--- src/rtl/des_key_schedule.sv ---
// DES key schedule: one PC-2 subkey per accepted round, forward or reverse order.
// Define DES_KEY_DECRYPT_EN to honour the decrypt input (reverse order via right rotations).
module des_key_schedule (
    input  logic        clk,
    input  logic        rst,
    input  logic        start,
    input  logic [63:0] key_in,
    input  logic        decrypt,
    input  logic        ready,
    output logic [47:0] subkey,
    output logic        subkey_valid,
    output logic [3:0]  round_idx,
    output logic        busy,
    output logic        done
);

    typedef enum logic [1:0] {IDLE, ROUND, DONE} state_t;

    localparam int unsigned PC1_TAB [56] = '{
        57, 49, 41, 33, 25, 17,  9,  1, 58, 50, 42, 34, 26, 18,
        10,  2, 59, 51, 43, 35, 27, 19, 11,  3, 60, 52, 44, 36,
        63, 55, 47, 39, 31, 23, 15,  7, 62, 54, 46, 38, 30, 22,
        14,  6, 61, 53, 45, 37, 29, 21, 13,  5, 28, 20, 12,  4
    };

    localparam int unsigned PC2_TAB [48] = '{
        14, 17, 11, 24,  1,  5,  3, 28, 15,  6, 21, 10,
        23, 19, 12,  4, 26,  8, 16,  7, 27, 20, 13,  2,
        41, 52, 31, 37, 47, 55, 30, 40, 51, 45, 33, 48,
        44, 49, 39, 56, 34, 53, 46, 42, 50, 36, 29, 32
    };

    state_t      state_q;
    logic [27:0] c_q, d_q;
    logic [3:0]  round_q;
    logic        mode_q;

    logic [55:0] pc1_w;
    logic [27:0] c_load, d_load, c_step, d_step;
    logic [3:0]  round_nxt;
    logic        dec_sel;
    logic        unused_bits;

    // DES bit n (1-based, MSB first) of a W-bit vector sits at index W-n.
    function automatic logic [55:0] pc1(input logic [63:0] k);
        logic [55:0] r;
        r = '0;
        for (int unsigned i = 0; i < 56; i++)
            r[6'(55 - i)] = k[6'(64 - PC1_TAB[i])];
        return r;
    endfunction

    function automatic logic [47:0] pc2(input logic [55:0] cd);
        logic [47:0] r;
        r = '0;
        for (int unsigned i = 0; i < 48; i++)
            r[6'(47 - i)] = cd[6'(56 - PC2_TAB[i])];
        return r;
    endfunction

    function automatic logic [1:0] enc_amt(input logic [3:0] idx);
        case (idx)
            4'd0, 4'd1, 4'd8, 4'd15: return 2'd1;
            default:                 return 2'd2;
        endcase
    endfunction

    function automatic logic [27:0] rotl(input logic [27:0] x, input logic [1:0] amt);
        case (amt)
            2'd1:    return {x[26:0], x[27]};
            2'd2:    return {x[25:0], x[27:26]};
            default: return x;
        endcase
    endfunction

`ifdef DES_KEY_DECRYPT_EN
    function automatic logic [1:0] dec_amt(input logic [3:0] idx);
        case (idx)
            4'd0:                    return 2'd0;
            4'd1, 4'd8, 4'd15:       return 2'd1;
            default:                 return 2'd2;
        endcase
    endfunction

    function automatic logic [27:0] rotr(input logic [27:0] x, input logic [1:0] amt);
        case (amt)
            2'd1:    return {x[0], x[27:1]};
            2'd2:    return {x[1:0], x[27:2]};
            default: return x;
        endcase
    endfunction
`endif

    assign pc1_w     = pc1(key_in);
    assign round_nxt = round_q + 4'd1;

`ifdef DES_KEY_DECRYPT_EN
    assign dec_sel = decrypt;

    always_comb begin
        c_load = pc1_w[55:28];
        d_load = pc1_w[27:0];
        c_step = c_q;
        d_step = d_q;
        if (!dec_sel) begin
            c_load = rotl(pc1_w[55:28], enc_amt(4'd0));
            d_load = rotl(pc1_w[27:0], enc_amt(4'd0));
        end
        if (mode_q) begin
            c_step = rotr(c_q, dec_amt(round_nxt));
            d_step = rotr(d_q, dec_amt(round_nxt));
        end else begin
            c_step = rotl(c_q, enc_amt(round_nxt));
            d_step = rotl(d_q, enc_amt(round_nxt));
        end
    end

    assign unused_bits = ^{key_in[56], key_in[48], key_in[40], key_in[32],
                           key_in[24], key_in[16], key_in[8], key_in[0]};
`else
    assign dec_sel = 1'b0;

    always_comb begin
        c_load = rotl(pc1_w[55:28], enc_amt(4'd0));
        d_load = rotl(pc1_w[27:0], enc_amt(4'd0));
        c_step = rotl(c_q, enc_amt(round_nxt));
        d_step = rotl(d_q, enc_amt(round_nxt));
    end

    assign unused_bits = ^{decrypt, mode_q,
                           key_in[56], key_in[48], key_in[40], key_in[32],
                           key_in[24], key_in[16], key_in[8], key_in[0]};
`endif

    always_ff @(posedge clk) begin
        if (rst) begin
            state_q <= IDLE;
            c_q     <= '0;
            d_q     <= '0;
            round_q <= '0;
            mode_q  <= 1'b0;
        end else begin
            case (state_q)
                IDLE: begin
                    if (start) begin
                        c_q     <= c_load;
                        d_q     <= d_load;
                        round_q <= '0;
                        mode_q  <= dec_sel;
                        state_q <= ROUND;
                    end
                end
                ROUND: begin
                    if (ready) begin
                        // Last subkey consumed: no rotation, C/D are never read again.
                        if (round_q == 4'd15) begin
                            state_q <= DONE;
                        end else begin
                            round_q <= round_nxt;
                            c_q     <= c_step;
                            d_q     <= d_step;
                        end
                    end
                end
                DONE:    state_q <= IDLE;
                default: state_q <= IDLE;
            endcase
        end
    end

    assign subkey_valid = (state_q == ROUND);
    assign subkey       = subkey_valid ? pc2({c_q, d_q}) : '0;
    assign round_idx    = round_q;
    assign busy         = (state_q != IDLE);
    assign done         = (state_q == DONE);

endmodule

--- config.mk ---
export PLATFORM = sky130hd
export DESIGN_NAME = des_key_schedule
export DESIGN_NICKNAME = d
export VERILOG_FILES = /design/src/rtl/des_key_schedule.sv
export SDC_FILE = /design/constraint.sdc
export NUM_CORES = 1
export LEC_CHECK = 0
export CORE_ASPECT_RATIO = 0.7
export CORE_MARGIN = 2
export CORE_UTILIZATION = 47
export DETAILED_ROUTE_END_ITERATION = 8
export PLACE_DENSITY = 0.79
export SYNTH_ARGS = -nofsm -noshare
export SYNTH_HDL_FRONTEND = slang
export SYNTH_SLANG_ARGS = --single-unit
--- constraint.sdc ---
create_clock -name clk -period 3.7 [get_ports clk]
set_clock_uncertainty 0.05 [all_clocks]
set_input_delay 0.74 -clock clk [delete_from_list [all_inputs] [get_ports clk]]
set_output_delay 0.74 -clock clk [all_outputs]
set_load 0.05 [all_outputs]
# Word-level counts from Yosys, hierarchy flattened
# Cells that the tools add are included.
[totals] register_bits=62 output_inout_bits=55 word_cells=46
[op_classes] addsub=1 eq_ne=13 muxes=20 n_reduce_logical=8
[ops] cell="28-bit one-hot mux with 2 select lines" n=4
[ops] cell="28-bit 2-to-1 mux" n=6
[ops] cell="48-bit 2-to-1 mux" n=1
[ops] cell="4-bit equality test (second input constant)" n=3
[ops] cell="4-bit 2-to-1 mux" n=3
[ops] cell="2-bit 2-to-1 mux" n=4
[ops] cell="4-bit one-hot mux with 2 select lines" n=1
[ops] cell="2-bit != test (second input constant)" n=3
[ops] cell="5-bit AND reduction" n=1
[ops] cell="4-bit by 1-bit adder with 4-bit output (second input constant)" n=1
[ops] cell="2-bit by 1-bit equality test with 1-bit output (second input constant)" n=2
[ops] cell="2-bit equality test (second input constant)" n=2
[ops] cell="4-bit by 1-bit equality test with 1-bit output (second input constant)" n=1
[ops] cell="4-bit logical NOT" n=1
[ops] cell="2-bit one-hot mux with 2 select lines" n=1
[ops] cell="4-bit AND reduction" n=1
[ops] cell="2-bit nonzero test" n=2
[ops] cell="4-bit OR reduction" n=1
[ops] cell="3-bit by 1-bit != test with 1-bit output (second input constant)" n=1
[ops] cell="3-bit AND reduction" n=1
[ops] cell="2-bit logical NOT" n=1
[ops] cell="2-bit by 1-bit != test with 1-bit output (second input constant)" n=1

# Depth between registers and ports, before layout
# Gate-level depths: netlist (run 1).
[depth] word_depth=9 depth_mapped=8

# Worst setup path after synthesis (run 1)
# Ideal clock, no wire load.
[synth_timing] path_type="flip-flop to output port" startpoint="register state_q[0]" endpoint="output subkey[23]" arrival_time_ns=1.888 setup_slack_ns=1.022 path_stages_with_launch=5 path_cell_list="dfxtp_1 nor2b_1 clkbuf_1 clkbuf_1 and2_1"
[synth_via] elab_chain_cells=2
[synth_rtl] element="start: declaration" line_no="33" text="state_t state_q;"
[synth_rtl] element="start signal: assignment" line_no="137" text="state_q <= IDLE;"
[synth_rtl] element="start signal: assignment" line_no="150" text="state_q <= ROUND;"
[synth_rtl] element="start signal: assignment" line_no="157" text="state_q <= DONE;"
[synth_rtl] element="2-bit by 1-bit equality test with 1-bit output" line_no="171" text="assign subkey_valid = (state_q == ROUND);"
[synth_rtl] element="via subkey_valid" line_no="11" text="output logic subkey_valid,"
[synth_rtl] element="48-bit 2-to-1 mux" line_no="172" text="assign subkey = subkey_valid ? pc2({c_q, d_q}) : '0;"
[synth_rtl] element="end: declaration" line_no="10" text="output logic [47:0] subkey,"
# The timed path passes the listed nets, and every way through them passes these cells.

# Worst setup path after layout (run 1)
[layout_timing] startpoint="register state_q[1]" endpoint="output subkey[42]"
[layout_via] elab_chain_cells=2
[layout_rtl] element="2-bit by 1-bit equality test with 1-bit output" line_no="171"
[layout_rtl] element="48-bit 2-to-1 mux" line_no="172"
# No other way between the ends.

==> flow_summary.ini, run 1 <==
[cts]
cts.repair.resized = 0
clk_path_buf_depth = 2
cts_made_buffers = 9
cts_root_buffer = clkbuf_16
clk_pin_slew_ns = 0.05
post_cts_buffers = 0
cts_hold_buf = 0
cts_sinks = 62
tritoncts = yes
clock_latency_ns = 0.33
htree_levels = 3

[layout]
final_nets = 713
fin_cells = 770
drive_gt1_share_pct = 13.00
diodes = 0
seqCellArea_um2 = 1241
final_common_cell = clkdlybuf4s50_1
final_cell_mix = clkdlybuf4s50_1 (77), a21oi_1 (63), dfxtp_1 (62)
postLayoutCellArea_um2 = 6116
nFillCells = 720
syn2layout_area_growth_pct = 42.47
multi_input_area_um2 = 2691

[yosys]
synth_seq_cells = 62
syn_area_um2 = 4293
synth_fp_nets = 631
async_reset_ff_share_pct = 0
ys_seq_area_share_pct = 28.91
synth_warnings = 0
synth_edf_count = 0
synthFlopType = dfxtp_1
ys_types = 54
netlist_instances = 559
synth.avg_cell_area_um2 = 7.680

[hold_path]
hold_path_class = flop to flop
hold_path.startpoint = d_q[15]$_SDFFE_PP0P_
min_to = d_q[15]$_SDFFE_PP0P_
holdPathStages = 2

[power]
p_per_area_nw_per_um2 = 373.0
ir_drop_mv = 0.2077
p_leak_uw = 0.002373

[setup_path]
crit_fanout = 32
worstReg2RegStart = state_q[1]$_SDFFE_PP0P_
arrival_ns = 2.53
critical_path_required_ns = 2.91
worstSetupStartpoint = state_q[1]$_SDFFE_PP0P_
crit_path_start_kind = flop
ff2ff_path_depth = 5
path_buf_inv = 2
rr_endpoint = d_q[7]$_SDFFE_PP0P_
cp_top_family = simple AND/OR/NAND/NOR gates
crit_type = flop to primary output
reg2reg_slack_ns = 1.01
slowest_delay_ns = 0.71
cpMaxStageDelayCell = nor2b_2
path_cells = nor2b_2, buf_4, and2_1, buf_12
cp-end-kind = primary output

[global_routing]
grt-ovfl-total = 0
grt_max_degree = 78
antenna_found_initial = 0
groute.usage.overall_pct = 28.88
grt_pass1_vias = 4692
grt_pass1_wl_mm = 23.40

[sta]
slew_viol_final = 0
slew-limit-headroom_pct = 23.21
setup_tns_ns = 0
worst_slack_ns = 0.3759
tightest_slew_ns = 1.145
final_hold_viol_count = 0
finalSetupViolCount = 0
fin_crit_ns = 3.324
max_freq_mhz = 300.8
grt_setup_unrepaired = false
fin_crit_sh_pct = 89.84

[placement]
place_area_um2 = 5794
gp_congestion = 0.8620
io_buffers = 114
place_ws_ns = 0.7007
dp_cells = 754
dpl.hpwl_mm = 9.391

[routing]
vias_per_cell = 6.222
vias = 4791
wl_per_cell_um = 18.74
wl_mm = 14.43
drtIter0Drc = 539
first_pass_iters = 6
drtAntennaViolNets = 0
drc = 0

[floorplanning]
core_area_um2 = 8962
die_h_um = 83.96
initial_core_util_pct = 47.90
row_count = 29
ioPinCount = 124
dieArea_um2 = 9927
fp.dieW_um = 118.2

[run]
max_cap_viol_count = 0

[outcome]
outcome = finished clean
[worst register-to-register path: stages, from the launching register on]
cell and delay [ns]:
dfxtp_1 0.54, nor2b_2 0.71, buf_4 0.44, and2_1 0.31, nor3_1 0.09, a2111oi_0 0.43
[registers in the layout, indices dropped and copies added, names as in the netlist]
register / flops
round_idx: 4
d_q: 28
c_q: 28
state_q: 2
[through the flow]
step	hold WS [ns]	total power, uW	util (%)
2_1_floorplan	0.3843	1139	-
3_3_place_gp	0.3934	1364	64.65
3_5_place_dp	0.4162	1379	64.65
4_1_cts	0.4284	2270	68.24
5_1_grt	0.4381	2363	68.24
6_report	0.4427	2281	68.24
[where the power goes]
part           leakage (uW)  switching, uW  internal, uW  total (uW)
Combinational       0.00171            350           258         608
Clock              0.000155            306           595         901
Sequential         0.000512           41.3           730         771
[cells in the mapped netlist (14+ instances only)]
| cell | count | area, um2 |
|---|---|---|
| a21oi_1 | 64 | 320.3 |
| dfxtp_1 | 62 | 1241 |
| o21bai_1 | 36 | 270.3 |
| nand2_1 | 34 | 127.6 |
| clkbuf_1 | 32 | 120.1 |
| inv_1 | 32 | 120.1 |
| nand3b_1 | 24 | 180.2 |
| and2_1 | 21 | 131.4 |
| nor2b_1 | 21 | 131.4 |
| nor2_1 | 18 | 67.56 |
| a31oi_1 | 15 | 93.84 |
| nand3_1 | 15 | 75.07 |
| a211oi_1 | 14 | 105.1 |
| buf_2 | 14 | 70.07 |
[per-layer routing]
layer,wire length [um],global-route usage [%],up-vias
met5,0,0,-
met4,327,9.310,0
met3,1757,9.153,43
met2,6279,42.67,320
met1,6065,39.75,2204
li1,-,-,2224
[area by class of cell]
cell class                      instances  area share, %
Timing Repair Buffer                  126          25.94
Clock buffer                           14          4.644
Sequential cell                        62          20.29
Clock inverter                          2         0.6137
Inverter                               32          1.964
Tap cell                              124          2.537
Multi-Input combinational cell        410          44.01
[worst max-delay path by stage]
| stage | cells past startpoint | to | slack, ns |
|---|---|---|---|
| 6_report | 4 | subkey[42] | 0.38 |
| 5_1_grt | 4 | subkey[30] | 0.29 |
| 4_1_cts | 4 | subkey[42] | 0.47 |
| 3_5_place_dp | 6 | d_q[10]$_SDFFE_PP0P_ | 0.70 |
| 3_3_place_gp | 6 | d_q[12]$_SDFFE_PP0P_ | 0.75 |
| 2_1_floorplan | 4 | subkey[23] | 1.02 |
[cells by family (layout without fill, tap and decap cells)]
logic type / count (synthesis) / count (layout) / synth area share, %
compound gates: 210 / 210 / 34.57
fa+ha+maj: 3 / 3 / 0.8745
buf+inv: 87 / 174 / 8.890
flops: 62 / 62 / 28.91
simple gates: 197 / 197 / 26.76
Power figures use the tool's default switching activity.
==> run 2: changes to the inputs <==
--- a/config.mk
+++ b/config.mk
@@ -8,6 +8,7 @@
 export CORE_ASPECT_RATIO = 0.7
 export CORE_MARGIN = 2
 export CORE_UTILIZATION = 47
+export CTS_BUF_LIST = sky130_fd_sc_hd__clkbuf_16
 export DETAILED_ROUTE_END_ITERATION = 8
 export PLACE_DENSITY = 0.79
 export SYNTH_ARGS = -nofsm -noshare
==> run 2 against run 1 <==
  * Flip-flop and latch count did not move
  * Fmax down 0.54%
  * Setup slack worse by 0.018 ns
  * Sequential share of layout area is 0.13 points higher
  * Combinational power about the same
  * Non-clock buffer count stayed put
  * Register-to-register slack got worse by 0.03 ns
  * Critical path depth unchanged
  * Power is 3.8% lower
  * Largest power group unchanged
  * Highest routed layer unchanged
==> flow_summary.ini, run 2 (synthesis results as in run 1) <==
[routing]
drtIter0Drc = 548
wl_mm = 14.46
vias_per_cell = 6.287
drc = 0
drtAntennaViolNets = 0
wl_per_cell_um = 18.78
first_pass_iters = 5
vias = 4841

[cts]
cts_made_buffers = 9
cts_hold_buf = 0
tritoncts = yes
clk_path_buf_depth = 2
htree_levels = 3
cts_root_buffer = clkbuf_16
clk_pin_slew_ns = 0.05
cts_sinks = 62
cts.repair.resized = 0
post_cts_buffers = 0
clock_latency_ns = 0.33

[layout]
drive_gt1_share_pct = 12.38
diodes = 0
final_cell_mix = clkdlybuf4s50_1 (77), a21oi_1 (63), dfxtp_1 (62)
final_common_cell = clkdlybuf4s50_1
final_nets = 713
fin_cells = 770
syn2layout_area_growth_pct = 41.53

[global_routing]
grt_pass1_wl_mm = 23.43
groute.usage.overall_pct = 28.86
grt_max_degree = 78
grt_pass1_vias = 4684
antenna_found_initial = 0
grt-ovfl-total = 0

[floorplanning]
dieArea_um2 = 9927
row_count = 29
fp.dieW_um = 118.2
die_h_um = 83.96
core_area_um2 = 8962
initial_core_util_pct = 47.90
ioPinCount = 124

[setup_path]
crit_fanout = 32
ff2ff_path_depth = 5
crit_path_start_kind = flop
arrival_ns = 2.55
critical_path_required_ns = 2.91
cp-end-kind = primary output
crit_type = flop to primary output

[sta]
slew_viol_final = 0
fin_crit_sh_pct = 90.33
tightest_slew_ns = 1.136
setup_tns_ns = 0
fin_crit_ns = 3.342
grt_setup_unrepaired = false
finalSetupViolCount = 0
final_hold_viol_count = 0
slew-limit-headroom_pct = 23.78
max_freq_mhz = 299.2

[placement]
dp_cells = 754
io_buffers = 114
gp_congestion = 0.8620
dpl.hpwl_mm = 9.391

[power]
p_leak_uw = 0.002355
p_per_area_nw_per_um2 = 361.0
ir_drop_mv = 0.1872

[run]
max_cap_viol_count = 0

[hold_path]
hold_path_class = flop to flop
holdPathStages = 2

[outcome]
outcome = finished clean
-- run 2: stage by stage --
stage	hold WS, ns	total power [uW]	instance area (um2)	util [%]	setup slack, ns
2_1_floorplan	0.3843	1139	4293	-	1.022
3_3_place_gp	0.3934	1364	5794	64.65	0.7510
3_5_place_dp	0.4162	1379	5794	64.65	0.7007
4_1_cts	0.4282	2180	6076	67.79	0.4657
5_1_grt	0.4380	2275	6076	67.79	0.2861
6_report	0.4341	2193	6076	67.79	0.3580
-- run 2: metal layers --
layer / part of all wire [%] / global-route usage, %
met1: 43 / 40.00
met2: 43 / 42.56
met3: 12 / 9.153
met4: 2.3 / 8.762
met5: 0 / 0
-- run 2: power by group --
| part | total, uW | internal [uW] | switching, uW |
|---|---|---|---|
| combinational | 609 | 258 | 351 |
| sequential | 771 | 730 | 41.3 |
| clock | 813 | 509 | 304 |
-- run 2: worst paths after layout --
path / startpoint / endpoint / slack [ns]
worst min register to register: d_q[15]$_SDFFE_PP0P_ / d_q[15]$_SDFFE_PP0P_ / 0.43
worst max register to register: state_q[1]$_SDFFE_PP0P_ / d_q[7]$_SDFFE_PP0P_ / 0.98
worst min-delay path: d_q[15]$_SDFFE_PP0P_ / d_q[15]$_SDFFE_PP0P_ / 0.43
worst max-delay path: state_q[1]$_SDFFE_PP0P_ / subkey[0] / 0.36
-- run 2: final cells by class --
type	count	area, um2
clock inverters	7	56.30
flip-flops and latches	62	1241
inverters	32	120.1
well taps	124	155.1
repair buffers	126	1587
clock buffers	9	225.2
multi-input cells	410	2691
fillers	723	2887
-- run 2: critical path, stage by stage, from the launching register on --
cell and delay [ns]:
dfxtp_1 0.55, nor2b_2 0.72, buf_4 0.43, and2_1 0.34, buf_12 0.18
==> run 3: changes to the inputs <==
--- a/config.mk
+++ b/config.mk
@@ -11,6 +11,7 @@
 export CTS_BUF_LIST = sky130_fd_sc_hd__clkbuf_16
 export DETAILED_ROUTE_END_ITERATION = 8
 export PLACE_DENSITY = 0.79
+export SLEW_MARGIN = 40
 export SYNTH_ARGS = -nofsm -noshare
 export SYNTH_HDL_FRONTEND = slang
 export SYNTH_SLANG_ARGS = --single-unit
==> run 3 against run 2 <==
  * Power grew 3.3%
  * Global-route usage down 0.11 points
  * First-iteration DRC count rose by 5.7%
  * Non-clock buffer count unchanged
  * Largest cell class unchanged
  * Clock power is 8.5% higher
  * Register-to-register slack barely moved
  * Critical endpoint is now subkey[30]
  * Wire length rose by 0.19%
  * Design area up 0.60%
  * Critical path depth is the same
  * Cell count unchanged
  * Via count shrank 1.0%
==> flow_summary.ini, run 3 (synthesis results as in run 1) <==
[outcome]
outcome = finished clean

[setup_path]
critical_path_required_ns = 2.91
cp-end-kind = primary output
crit_path_start_kind = flop
crit_fanout = 32
reg2reg_slack_ns = 0.97
crit_type = flop to primary output
arrival_ns = 2.59
ff2ff_path_depth = 5

[global_routing]
grt_max_degree = 78
antenna_found_initial = 0
grt-ovfl-total = 0
grt_pass1_vias = 4636
groute.usage.overall_pct = 28.75
grt_pass1_wl_mm = 23.37

[routing]
drc = 0
wl_per_cell_um = 18.82
vias_per_cell = 6.223
first_pass_iters = 7
drtAntennaViolNets = 0
drtIter0Drc = 579
wl_mm = 14.49
vias = 4792

[floorplanning]
core_area_um2 = 8962
initial_core_util_pct = 47.90
die_h_um = 83.96
ioPinCount = 124
dieArea_um2 = 9927
fp.dieW_um = 118.2
row_count = 29

[sta]
fin_crit_sh_pct = 91.26
slew_viol_final = 0
finalSetupViolCount = 0
setup_tns_ns = 0
fin_crit_ns = 3.376
worst_slack_ns = 0.3235
grt_setup_unrepaired = false
slew-limit-headroom_pct = 46.77
max_freq_mhz = 296.2
final_hold_viol_count = 0
tightest_slew_ns = 0.7949

[placement]
io_buffers = 114
gp_congestion = 0.8620
dp_cells = 754
place_ws_ns = 0.6439
place_area_um2 = 5799
dpl.hpwl_mm = 9.408

[cts]
tritoncts = yes
cts.repair.resized = 0
cts_sinks = 62
cts_made_buffers = 9
clk_path_buf_depth = 2
cts_root_buffer = clkbuf_16
cts_hold_buf = 0
clock_latency_ns = 0.32
htree_levels = 3
post_cts_buffers = 0
clk_pin_slew_ns = 0.05

[layout]
postLayoutCellArea_um2 = 6112
fin_cells = 770
diodes = 0
final_nets = 713
syn2layout_area_growth_pct = 42.38
final_cell_mix = clkdlybuf4s50_1 (77), a21oi_1 (63), dfxtp_1 (62)
final_common_cell = clkdlybuf4s50_1
drive_gt1_share_pct = 12.69

[power]
p_per_area_nw_per_um2 = 370.6
p_leak_uw = 0.002376
ir_drop_mv = 0.2046

[run]
max_cap_viol_count = 0

[hold_path]
hold_path_class = flop to flop
holdPathStages = 2
## run 3: changes by cell type in the layout (fill, tap and decap cells not counted), sizes merged
cell and change:
clkinv -3, inv +2, bufinv +1
## run 3: cell type report
type | instances | area [um2]
tap | 124 | 155.1
clock buffer | 9 | 225.2
inverter | 32 | 120.1
clock inverter | 7 | 82.58
sequential | 62 | 1241
timing repair buffer | 126 | 1587
multi-input combinational | 410 | 2701
fill | 709 | 2850
## run 3: metrics by stage
step | utilization [%] | hold WS (ns) | power, uW
floorplan | - | 0.3843 | 1139
global placement | 64.65 | 0.3934 | 1364
detailed placement | 64.71 | 0.4153 | 1380
CTS | 68.14 | 0.4279 | 2257
global route | 68.20 | 0.4428 | 2337
finish | 68.20 | 0.4287 | 2265
## run 3: worst paths after layout
kind,start,end
max,state_q[1]$_SDFFE_PP0P_,subkey[30]
max reg2reg,state_q[1]$_SDFFE_PP0P_,d_q[7]$_SDFFE_PP0P_
min reg2reg,d_q[15]$_SDFFE_PP0P_,d_q[15]$_SDFFE_PP0P_
min,d_q[15]$_SDFFE_PP0P_,d_q[15]$_SDFFE_PP0P_
## run 3: worst max-delay path: stages (launching register included)
cell and delay (ns):
dfxtp_1 0.54, nor2b_2 0.74, buf_4 0.44, and2_1 0.35, buf_12 0.18
## run 3: report_power, final
group,internal [uW],total [uW],switching (uW)
Clock,580,882,303
Combinational,258,610,351
Sequential,730,773,42.9
## run 3: routing by layer
metal / global-route usage, % / routed length [um] / vias to the layer above
li1: - / - / 2204
met5: 0 / 0 / -
met2: 44.04 / 6245 / 328
met3: 7.240 / 1686 / 44
met1: 39.62 / 6230 / 2216
met4: 8.981 / 325 / 0
